==> src/rtl/calc_operand_entry.sv <==
// ---------------------------------------------------------------------------
// calc_operand_entry
//   Keypad-side front end of the BCD calculator, directly upstream of the ALU.
//   It takes one key per key_valid strobe and builds two packed-BCD operands
//   digit by digit. It also latches the operator. On '=' it holds the operands
//   and the operator stable for the ALU and pulses calc_start. After a result,
//   pressing an operator key chains the ALU result in as the new first operand.
//
// Parameters
//   NDIG     maximum digits per operand (1..4); unused upper digits read 0
//   LZ_SKIP  1: a '0' key on an empty operand is swallowed (not a digit)
//
// Ports
//   clk          in   system clock, rising edge
//   clear_n      in   asynchronous active-low reset
//   key_valid    in   one-cycle strobe qualifying key_code
//   key_code     in   0-9 digit, A add, B sub, C equals, D clear-entry, E/F none
//   result_bcd   in   ALU result, sampled when chaining and shown in S_RESULT
//   bcd1         out  operand 1 (packed BCD)
//   bcd2         out  operand 2 (packed BCD)
//   op_selected  out  00 none, 01 add, 10 sub
//   calc_start   out  one-cycle pulse, ALU inputs stable
//   display_bcd  out  bcd1 / bcd2 / result_bcd depending on state
//   entry_ovf    out  one-cycle pulse when a digit is rejected (operand full)
//   state        out  00 S_OP1, 01 S_OP2_WAIT, 10 S_OP2, 11 S_RESULT
// ---------------------------------------------------------------------------
module calc_operand_entry #(
  parameter int NDIG    = 4,
  parameter bit LZ_SKIP = 1'b1
) (
  input  logic        clk,
  input  logic        clear_n,
  input  logic        key_valid,
  input  logic [3:0]  key_code,
  input  logic [15:0] result_bcd,
  output logic [15:0] bcd1,
  output logic [15:0] bcd2,
  output logic [1:0]  op_selected,
  output logic        calc_start,
  output logic [15:0] display_bcd,
  output logic        entry_ovf,
  output logic [1:0]  state
);

  localparam logic [1:0] S_OP1      = 2'b00;
  localparam logic [1:0] S_OP2_WAIT = 2'b01;
  localparam logic [1:0] S_OP2      = 2'b10;
  localparam logic [1:0] S_RESULT   = 2'b11;

  localparam logic [1:0] OP_NONE = 2'b00;
  localparam logic [1:0] OP_ADD  = 2'b01;
  localparam logic [1:0] OP_SUB  = 2'b10;

  localparam logic [3:0] K_ADD = 4'hA;
  localparam logic [3:0] K_SUB = 4'hB;
  localparam logic [3:0] K_EQ  = 4'hC;
  localparam logic [3:0] K_CE  = 4'hD;

  // Keeps only the NDIG low digits of an operand.
  localparam logic [15:0] DIG_MASK = 16'((32'd1 << (4 * NDIG)) - 32'd1);
  localparam logic [2:0]  NDIG_C   = 3'(NDIG);

  logic [1:0]  state_q, state_d;
  logic [15:0] bcd1_q, bcd1_d;
  logic [15:0] bcd2_q, bcd2_d;
  logic [2:0]  cnt1_q, cnt1_d;
  logic [2:0]  cnt2_q, cnt2_d;
  logic [1:0]  op_q, op_d;
  logic        start_q, start_d;
  logic        ovf_q, ovf_d;

  // Digit-entry decode for whichever operand is currently being typed.
  logic        is_digit;
  logic        is_op;
  logic [1:0]  op_key;
  logic [15:0] act_reg;
  logic [2:0]  act_cnt;
  logic        dig_full;
  logic        dig_skip;
  logic        dig_take;
  logic [15:0] dig_reg;
  logic [2:0]  dig_cnt;

  always_comb begin
    is_digit = (key_code <= 4'd9);
    is_op    = (key_code == K_ADD) || (key_code == K_SUB);
    op_key   = (key_code == K_ADD) ? OP_ADD : OP_SUB;

    if ((state_q == S_OP2) || (state_q == S_OP2_WAIT)) begin
      act_reg = bcd2_q;
      act_cnt = cnt2_q;
    end else begin
      act_reg = bcd1_q;
      act_cnt = cnt1_q;
    end

    dig_full = (act_cnt == NDIG_C);
    dig_skip = LZ_SKIP && (act_cnt == 3'd0) && (key_code == 4'd0);
    dig_take = !dig_full && !dig_skip;
    dig_reg  = {act_reg[11:0], key_code} & DIG_MASK;
    dig_cnt  = act_cnt + 3'd1;
  end

  always_comb begin
    state_d = state_q;
    bcd1_d  = bcd1_q;
    bcd2_d  = bcd2_q;
    cnt1_d  = cnt1_q;
    cnt2_d  = cnt2_q;
    op_d    = op_q;
    start_d = 1'b0;
    ovf_d   = 1'b0;

    if (key_valid) begin
      case (state_q)
        S_OP1: begin
          if (is_digit) begin
            ovf_d = dig_full;
            if (dig_take) begin
              bcd1_d = dig_reg;
              cnt1_d = dig_cnt;
            end
          end else if (is_op) begin
            op_d    = op_key;
            bcd2_d  = 16'h0000;
            cnt2_d  = 3'd0;
            state_d = S_OP2_WAIT;
          end else if (key_code == K_CE) begin
            bcd1_d = 16'h0000;
            cnt1_d = 3'd0;
          end
        end

        S_OP2_WAIT: begin
          if (is_digit) begin
            // Any digit commits to operand 2, even a swallowed leading zero,
            // so that "x + 0 =" can still be entered.
            ovf_d = dig_full;
            if (dig_take) begin
              bcd2_d = dig_reg;
              cnt2_d = dig_cnt;
            end
            state_d = S_OP2;
          end else if (is_op) begin
            op_d = op_key;
          end else if (key_code == K_CE) begin
            op_d    = OP_NONE;
            state_d = S_OP1;
          end
        end

        S_OP2: begin
          if (is_digit) begin
            ovf_d = dig_full;
            if (dig_take) begin
              bcd2_d = dig_reg;
              cnt2_d = dig_cnt;
            end
          end else if (key_code == K_EQ) begin
            start_d = 1'b1;
            state_d = S_RESULT;
          end else if (key_code == K_CE) begin
            bcd2_d  = 16'h0000;
            cnt2_d  = 3'd0;
            state_d = S_OP2_WAIT;
          end
        end

        default: begin // S_RESULT
          if (is_digit) begin
            bcd1_d  = {12'h000, key_code} & DIG_MASK;
            cnt1_d  = (LZ_SKIP && (key_code == 4'd0)) ? 3'd0 : 3'd1;
            bcd2_d  = 16'h0000;
            cnt2_d  = 3'd0;
            op_d    = OP_NONE;
            state_d = S_OP1;
          end else if (is_op) begin
            // Chained result is treated as a full operand: no digits may be appended.
            bcd1_d  = result_bcd & DIG_MASK;
            cnt1_d  = NDIG_C;
            bcd2_d  = 16'h0000;
            cnt2_d  = 3'd0;
            op_d    = op_key;
            state_d = S_OP2_WAIT;
          end else if (key_code == K_EQ) begin
            start_d = 1'b1;
          end else if (key_code == K_CE) begin
            bcd1_d  = 16'h0000;
            bcd2_d  = 16'h0000;
            cnt1_d  = 3'd0;
            cnt2_d  = 3'd0;
            op_d    = OP_NONE;
            state_d = S_OP1;
          end
        end
      endcase
    end
  end

  always_ff @(posedge clk or negedge clear_n) begin
    if (!clear_n) begin
      state_q <= S_OP1;
      bcd1_q  <= 16'h0000;
      bcd2_q  <= 16'h0000;
      cnt1_q  <= 3'd0;
      cnt2_q  <= 3'd0;
      op_q    <= OP_NONE;
      start_q <= 1'b0;
      ovf_q   <= 1'b0;
    end else begin
      state_q <= state_d;
      bcd1_q  <= bcd1_d;
      bcd2_q  <= bcd2_d;
      cnt1_q  <= cnt1_d;
      cnt2_q  <= cnt2_d;
      op_q    <= op_d;
      start_q <= start_d;
      ovf_q   <= ovf_d;
    end
  end

  always_comb begin
    case (state_q)
      S_OP2:    display_bcd = bcd2_q;
      S_RESULT: display_bcd = result_bcd;
      default:  display_bcd = bcd1_q;
    endcase
  end

  assign bcd1        = bcd1_q;
  assign bcd2        = bcd2_q;
  assign op_selected = op_q;
  assign calc_start  = start_q;
  assign entry_ovf   = ovf_q;
  assign state       = state_q;

endmodule

==> config.mk <==
export PLATFORM = sky130hd
export DESIGN_NAME = calc_operand_entry
export DESIGN_NICKNAME = d
export VERILOG_FILES = /design/src/rtl/calc_operand_entry.sv
export SDC_FILE = /design/constraint.sdc
export NUM_CORES = 1
export LEC_CHECK = 0
export ABC_CLOCK_PERIOD_IN_PS = 7500
export CORE_MARGIN = 5
export CORE_UTILIZATION = 45
export DETAILED_ROUTE_END_ITERATION = 7
export PLACE_DENSITY = 0.73
export RECOVER_POWER = 25
export REMOVE_ABC_BUFFERS = 1
export SYNTH_ARGS = -nofsm -noshare
export SYNTH_HDL_FRONTEND = slang
export SYNTH_SLANG_ARGS = --single-unit
export TNS_END_PERCENT = 20
==> constraint.sdc <==
create_clock -name clk -period 7.5 [get_ports clk]
set_input_delay 1.5 -clock clk [delete_from_list [all_inputs] [get_ports clk]]
set_output_delay 1.5 -clock clk [all_outputs]
set_load 0.05 [all_outputs]
### Word level (Yosys, flattened, before mapping)

Index checks and enable logic that the tools add are counted.

| word-level totals | value |
|---|---|
| logic and storage cells | 119 |
| input bits | 23 |
| output and inout bits | 54 |
| flip-flop bits (word level) | 44 |

| operators by class | value |
|---|---|
| magnitude comparators | 1 |
| add/sub/neg operators | 1 |
| bitwise gates (word level) | 2 |
| reductions and logical operators | 16 |
| mux-type cells | 71 |
| eq/ne operators | 20 |

Operators with widths:

| cell | count |
|---|---|
| 16-bit two-way mux | 16 |
| 16-bit one-hot mux with 2 select lines | 2 |
| 3-bit two-way mux | 17 |
| 16-bit one-hot mux with 3 select lines | 1 |
| 2-bit two-way mux | 20 |
| 4-bit equality test, second input constant | 4 |
| 12-bit two-way mux | 1 |
| 2-bit one-hot mux with 3 select lines | 2 |
| 2-bit inequality test, second input constant | 5 |
| 1-bit two-way mux | 9 |
| 3-bit inequality test, second input constant | 3 |
| 3-bit one-hot mux with 3 select lines | 1 |
| 7-bit AND reduction | 1 |
| 3-bit one-hot mux with 2 select lines | 1 |
| 6-bit AND reduction | 1 |
| 5-bit inequality test, second input constant | 1 |
| 5-bit AND reduction | 1 |
| 2-bit equality test, second input constant | 2 |
| 4-bit <= comparator, second input constant | 1 |
| 4-bit logical NOT | 1 |
| 4-bit by 3-bit inequality test with 1-bit output, second input constant | 1 |
| 4-bit inequality test, second input constant | 1 |
| 4-bit AND reduction | 1 |
| 2-bit OR reduction | 2 |
| other kinds (12) | 16 |

### Logic depth before layout (Yosys ltp)

| logic depth | value |
|---|---|
| depth after elaboration | 10 |
| gate-level depth with buffers | 12 |
| gate-level depth less buffers | 10 |

### Worst setup path after synthesis

No wires, ideal clock.

| path | value |
|---|---|
| path type | input port to output port |
| start point | input port result_bcd[3] |
| end point | output port display_bcd[3] |
| path slack | 3.386 ns |
| arrival | 2.614 ns |
| data required time | 6.000 ns |
| stages on the path | 2 |
| cell sequence | inv_1 > o21ai_0 |

| on the way | value |
|---|---|
| word-level cells in the longest chain between the ends | 1 |

RTL lines:

| element | line | RTL |
|---|---|---|
| start, declared | 35 | `input logic [15:0] result_bcd,` |
| 16-bit one-hot mux with 2 select lines | 223 | `case (state_q)` |
| end, declared | 40 | `output logic [15:0] display_bcd,` |

Every way passes these cells.

### Worst setup path in the final report

| path | value |
|---|---|
| start point | register state_q[0], in the netlist state[0] |
| end point | output port display_bcd[7] |

| on the way | value |
|---|---|
| word-level cells in the longest chain between the ends | 2 |
| elaborated cells on any way between the ends | 3 |
| those cells by class | 2 x eq/ne; 1 x mux |

RTL lines:

| element | line | RTL |
|---|---|---|
| start, declared | 63 | `logic [1:0] state_q, state_d;` |
| start signal, assigned | 211 | `state_q <= state_d;` |
| 2-bit equality test | 223 |  |
| 16-bit one-hot mux with 2 select lines * | 223 |  |

Every way passes the cells marked *; elsewhere a longest branch is shown, timed or not.

==> impl_metrics.yaml <==
layout:
  area_growth_pct: 31.7
  fillerInstances: 521
  diodes: 0
  fin_cells: 432
  drive_gt1_share_pct: 4.76
  final_nets: 385
floorplanning:
  ios: 77
  dieWidth_um: 88.0
  rows: 28
  initial_core_util_pct: 46.2
  die_h_um: 88.0
  die_area_sq_mm: 0.00774
  coreArea_sq_mm: 0.00592
route:
  ant_nets: 0
  viasPerCell: 6.05
  dr.pass1.iters: 5
  via_count: 2615
  drc: 0
  wire_per_inst_um: 18.3
  routed_wl_um: 7900
  drtIter0Drc: 173
yosys:
  yosysMostFrequentCell: "dfrtp_1"
  ys_types: 53
  synth_ff_type: "dfrtp_1"
  netlist_instances: 294
  synth_top_area_share_pct: 40.2
  ys_seq_area_share_pct: 40.2
  ys_seq_elements: 44
  yosys.area.top_type: "dfrtp_1"
  synthArstFlopShare_pct: 100
  synthTopCellsByArea: "dfrtp_1 40%, nand2_1 5.8%, mux2i_1 5.5%"
  syn_area_per_cell_sq_um: 9.31
  yosysWarnings: 0
  ys_top_cells_by_count: "44 x dfrtp_1, 42 x nand2_1, 22 x nor2_1"
  synth_edf_count: 0
  synthesis.area_sq_mm: 0.00274
global_route:
  antenna_found_initial: 0
  grt_pass1_vias: 2446
  grtUsageTotal_pct: 21.3
  gr-total-overflow: 0
  grt_pass1_wl_um: 13100
  grt_max_degree: 45
worst_setup_path:
  crit_slowest_cell: "clkdlybuf4s50_1"
  worst_ep_required_time_ps: 6000
  worstPathArrival_ps: 3330
  start_kind: "register"
  crit_path_max_incr_delay_ps: 810
  crit_path_max_fanout: 24
  critPathCaptureType: "primary output"
  critical_path_class: "reg2out"
  path_cells: "inv_1, ha_1, nor2_1, buf_4, a22oi_1, nand2_1, clkdlybuf4s50_1"
timing:
  final-hold-violation-count: 0
  tightest_slew_ps: 2410
  skew_ps: 7.30
  fin_setup_tns_ps: 0
  fin_crit_ps: 4830
  fmax_mhz: 207
  setup_viol: 0
  fin_hold_ws_ps: 497
  max_slew_margin_pct: -60.7
  post-route-worst-setup-slack_ps: 2670
  period_share_pct: 64.3
  slew_viol_final: 45
  rsz0062_at_grt: "false"
placed_design:
  dp_hpwl_um: 5400
  io_buffers: 76
  gp_congestion: 0.816
  placedCellCount: 424
  post-place-ws_ps: 3010
clock_tree:
  clock_path_buffers: 2
  clkLatencyLatePin_ps: 300
  cts_buffers: 5
  clkTransAtPathRegs_ps: 90
  cts_tree: "yes"
  holdBufCountCts: 0
  post_cts_buffers: 0
  cts.sinks: 44
  h-tree-depth: 2
  cts_root_buf: "clkbuf_8"
  ctsResizeCount: 0
power:
  cellPowerDensity_mw_per_mm2: 493
  ir_drop_mv: 0.297
  p_leak_uw: 0.00151
worst_hold_path:
  hp-class: "reg2reg"
run_status:
  violations: "max-capacitance violations, max-slew violations"
  status: "finished, violations left"
flow_run:
  drv_cap: 1
routing by layer:
layer	part of all wire (%)	wire length, um	track usage (%)	vias up
met2	45	3520	32.5	128
met1	45	3540	31.0	1252
met3	9.0	715	4.42	15
li1	-	-	-	1220
met5	0	0	0	-
met4	1.6	127	5.02	0
where the power goes:
| part | switching (uW) | internal [uW] | leakage (uW) |
|---|---|---|---|
| clock | 84.1 | 98.6 | 0.0000541 |
| sequential | 74.6 | 317 | 0.000593 |
| combinational | 786 | 414 | 0.000862 |
| total | 945 | 830 | 0.00151 |
layout make-up:
cell class	count	area (sq um)	area share (%)
multi-input cells	218	1490	41.5
clock buffers	5	68.8	1.91
flip-flops and latches	44	1100	30.6
well taps	75	93.8	2.60
repair buffers	78	769	21.4
clock inverters	3	42.5	1.18
inverters	9	33.8	0.937
final timing paths:
kind | startpoint | end | slack (ps) | cells after the start
worst max-delay path | state[0] | display_bcd[7] | 2670 | 7
worst min-delay path | cnt2_q[2] | cnt2_q[2] | 500 | 1
worst max register to register | state[0] | cnt2_q[1] | 4070 | 8
worst min register to register | cnt2_q[2] | cnt2_q[2] | 500 | 1
max in group asynchronous | clear_n | bcd2[1] | 4200 | 1
min in group asynchronous | clear_n | bcd1[14] | 1930 | 1
worst max-delay path, delay by kind of cell (launching register included):
kind	cells	cell delay [ps]
adders and majority gates	1	550
DFF	1	430
and+or+nand+nor	2	740
AOI/OAI and AO/OA	1	90
buffers and inverters	3	1210
sequential cells by signal, indices dropped and copies added (netlist names):
| name | cells |
|---|---|
| entry_ovf | 1 |
| calc_start | 1 |
| cnt2_q | 3 |
| cnt1_q | 3 |
| state | 2 |
| bcd1 | 16 |
| op_selected | 2 |
| bcd2 | 16 |
stage by stage:
stage	power (uW)	area (sq um)	util, %
after detailed placement	1600	3490	59.0
after global routing	1880	3600	60.9
after floorplan	1210	2630	-
after global placement	1590	3490	59.0
after CTS	1780	3600	60.9
final	1770	3600	60.9
cell usage in the layout, fill, tap and decap left out, drive strengths merged, types with 3 or more instances in the layout:
master | netlist | routed
nor2 | 22 | 22
clkbuf | 16 | 6
dfrtp | 44 | 44
clkdlybuf4s50 | 0 | 75
a21oi | 9 | 9
nand2b | 3 | 3
mux2i | 15 | 15
o21ai | 20 | 20
a221o | 12 | 12
nand3 | 5 | 5
a31oi | 3 | 3
a22o | 7 | 7
a22oi | 17 | 17
nand2 | 43 | 43
inv | 9 | 9
ha | 6 | 6
o2bb2ai | 15 | 15
nor2b | 6 | 6
cell families after synthesis:
group                    Yosys count  share of synthesized area (%)
multiplexers                      16                           6.04
buffers and inverters             32                           5.17
adder cells (fa/ha/maj)            6                           2.74
AND/OR/NAND/NOR                   93                           16.1
AO/OA/AOI/OAI                    102                           29.4
flip-flops                        44                           40.2
XOR/XNOR                           1                          0.320
No activity file was read; power rests on OpenSTA's default activity.
==> variant: new RTL, same settings <==
The parameter `LZ_SKIP` goes from 1'b1 to 1'b0.
--- a/src/rtl/calc_operand_entry.sv
+++ b/src/rtl/calc_operand_entry.sv
@@ -26,7 +26,7 @@
 // ---------------------------------------------------------------------------
 module calc_operand_entry #(
   parameter int NDIG    = 4,
-  parameter bit LZ_SKIP = 1'b1
+  parameter bit LZ_SKIP = 1'b0
 ) (
   input  logic        clk,
   input  logic        clear_n,
Formal check against the unedited RTL: no difference found for any inputs over 4 cycles, from zero or initial values; that may be too few to reach the edited logic, so the function may still have changed.
==> variant against the original RTL <==
  * The flow still finishes with violations (max-capacitance violations, max-slew violations)
  * Highest routed layer unchanged
  * Synthesized area increased by 7.5%
  * Design area increased by 5.1%
  * Worst setup slack improved by 0.24 ns
  * Count of clock-buffer cells in the layout unchanged
  * Register-to-register slack got worse by 0.02 ns
  * Power increased by 7.3%
  * Sequential cell count unchanged
  * Routed wire length increased by 13%
==> variant: results (changes against the original RTL) <==
[status]
status=complete, but fails checks  ; unchanged
violations=max-capacitance violations, max-slew violations  ; unchanged

[place]
gp_congestion=0.8879  ; was 0.8158
dp_slack_ns=3.015  ; was 3.007 ns
dpl.hpwl_um=5973  ; was 5400 um
post_dp_cell_area_mm2=0.003707  ; was 0.003493 mm2

[synth]
synth_compound_area_frac=0.2996  ; was 0.2940
synth_common_cells=44 x dfrtp_1, 37 x nand2_1, 31 x inv_1, 24 x nor2_1, 23 x o21ai_0  ; was 44 x dfrtp_1, 42 x nand2_1, 22 x nor2_1, 17 x a22oi_1
netlist-cell-type-count=56  ; was 53
seq_area_frac_synth=0.3745  ; was 0.4024
synth_adder_area_share=0.02553  ; was 0.02743
synth_mux_area_frac=0.05702  ; was 0.06036
synthXorXnorAreaFrac=0.002979  ; was 0.003201
synthTopCellsByArea=dfrtp_1 37%, o221ai_2 5.1%, nand2_1 4.7%  ; was dfrtp_1 40%, nand2_1 5.8%, mux2i_1 5.5%
synthCells=320  ; was 294

[sta]
timing_worst_slew_pin_value_ns=2.425  ; was 2.411 ns
finalClockSkew_ns=0.005628  ; was 0.007299 ns
slew_violations=45  ; unchanged

[route]
drtIter0Drc=198  ; was 173
dr_total_vias=2852  ; was 2615
vias_per_cell=6.173  ; was 6.053
routed_wl_um=8895  ; was 7904 um
firstDrtPassIters=4  ; was 5

[final_layout]
multi_input_area_share=0.4245  ; was 0.4146
multi_input_gates=223  ; was 218
fin_nets=414  ; was 385
n_all_buffers=80  ; was 78
inv_count=31  ; was 9
final_area_mm2=0.003787  ; was 0.003603 mm2

[critical_path]
cp_max_fo=23  ; was 24
cp.arrival_ns=3.08  ; was 3.33 ns
crit_path_top_delay_cell=ha_1  ; was clkdlybuf4s50_1

[power]
p_comb_uw=1350  ; was 1200 uW
swShare=0.5630  ; was 0.5324
ir_worst_vdd_mv=0.4587  ; was 0.2968 mV
p_comb_frac=0.709  ; was 0.676
power_clock_uw=149  ; was 183 uW

[cts]
clk_path_buf_depth=2  ; unchanged

[job]
max_cap_violations=1  ; unchanged

[die]
tap_cells=77  ; was 75

[hold_path]
hold_start=cnt1_q[2]$_DFFE_PN0P_  ; was cnt2_q[2]$_DFFE_PN0P_

[grt]
grt_use_total=0.2158  ; was 0.2128

## variant: kinds of logic (layout without fill, tap and decap cells)
kind of cell,Yosys count,after routing
muxes,16,16
AOI/OAI and AO/OA,104,104
adders and majority gates,6,6
DFF,44,44
and+or+nand+nor,96,96
xor gates and xnor gates,1,1
buffers and inverters,53,118
## variant: final timing paths
path | end | slack (ns) | cells past startpoint
min in group asynchronous | bcd1[10]$_DFFE_PN0P_ | 1.93 | 1
max in group asynchronous | calc_start$_DFF_PN0_ | 4.20 | 1
worst max-delay path | display_bcd[1] | 2.92 | 7
worst min-delay path | cnt1_q[2]$_DFFE_PN0P_ | 0.50 | 1
worst max register to register | bcd2[9]$_DFFE_PN0P_ | 4.05 | 10
worst min register to register | cnt1_q[2]$_DFFE_PN0P_ | 0.50 | 1
## variant: metal layers
metal  vias up  share of wire  track usage
met5         -              0            0
met2       111           0.48       0.3456
met4         0          0.012      0.06357
li1       1318              -            -
met1      1411           0.44       0.2975
met3        12          0.063      0.03833
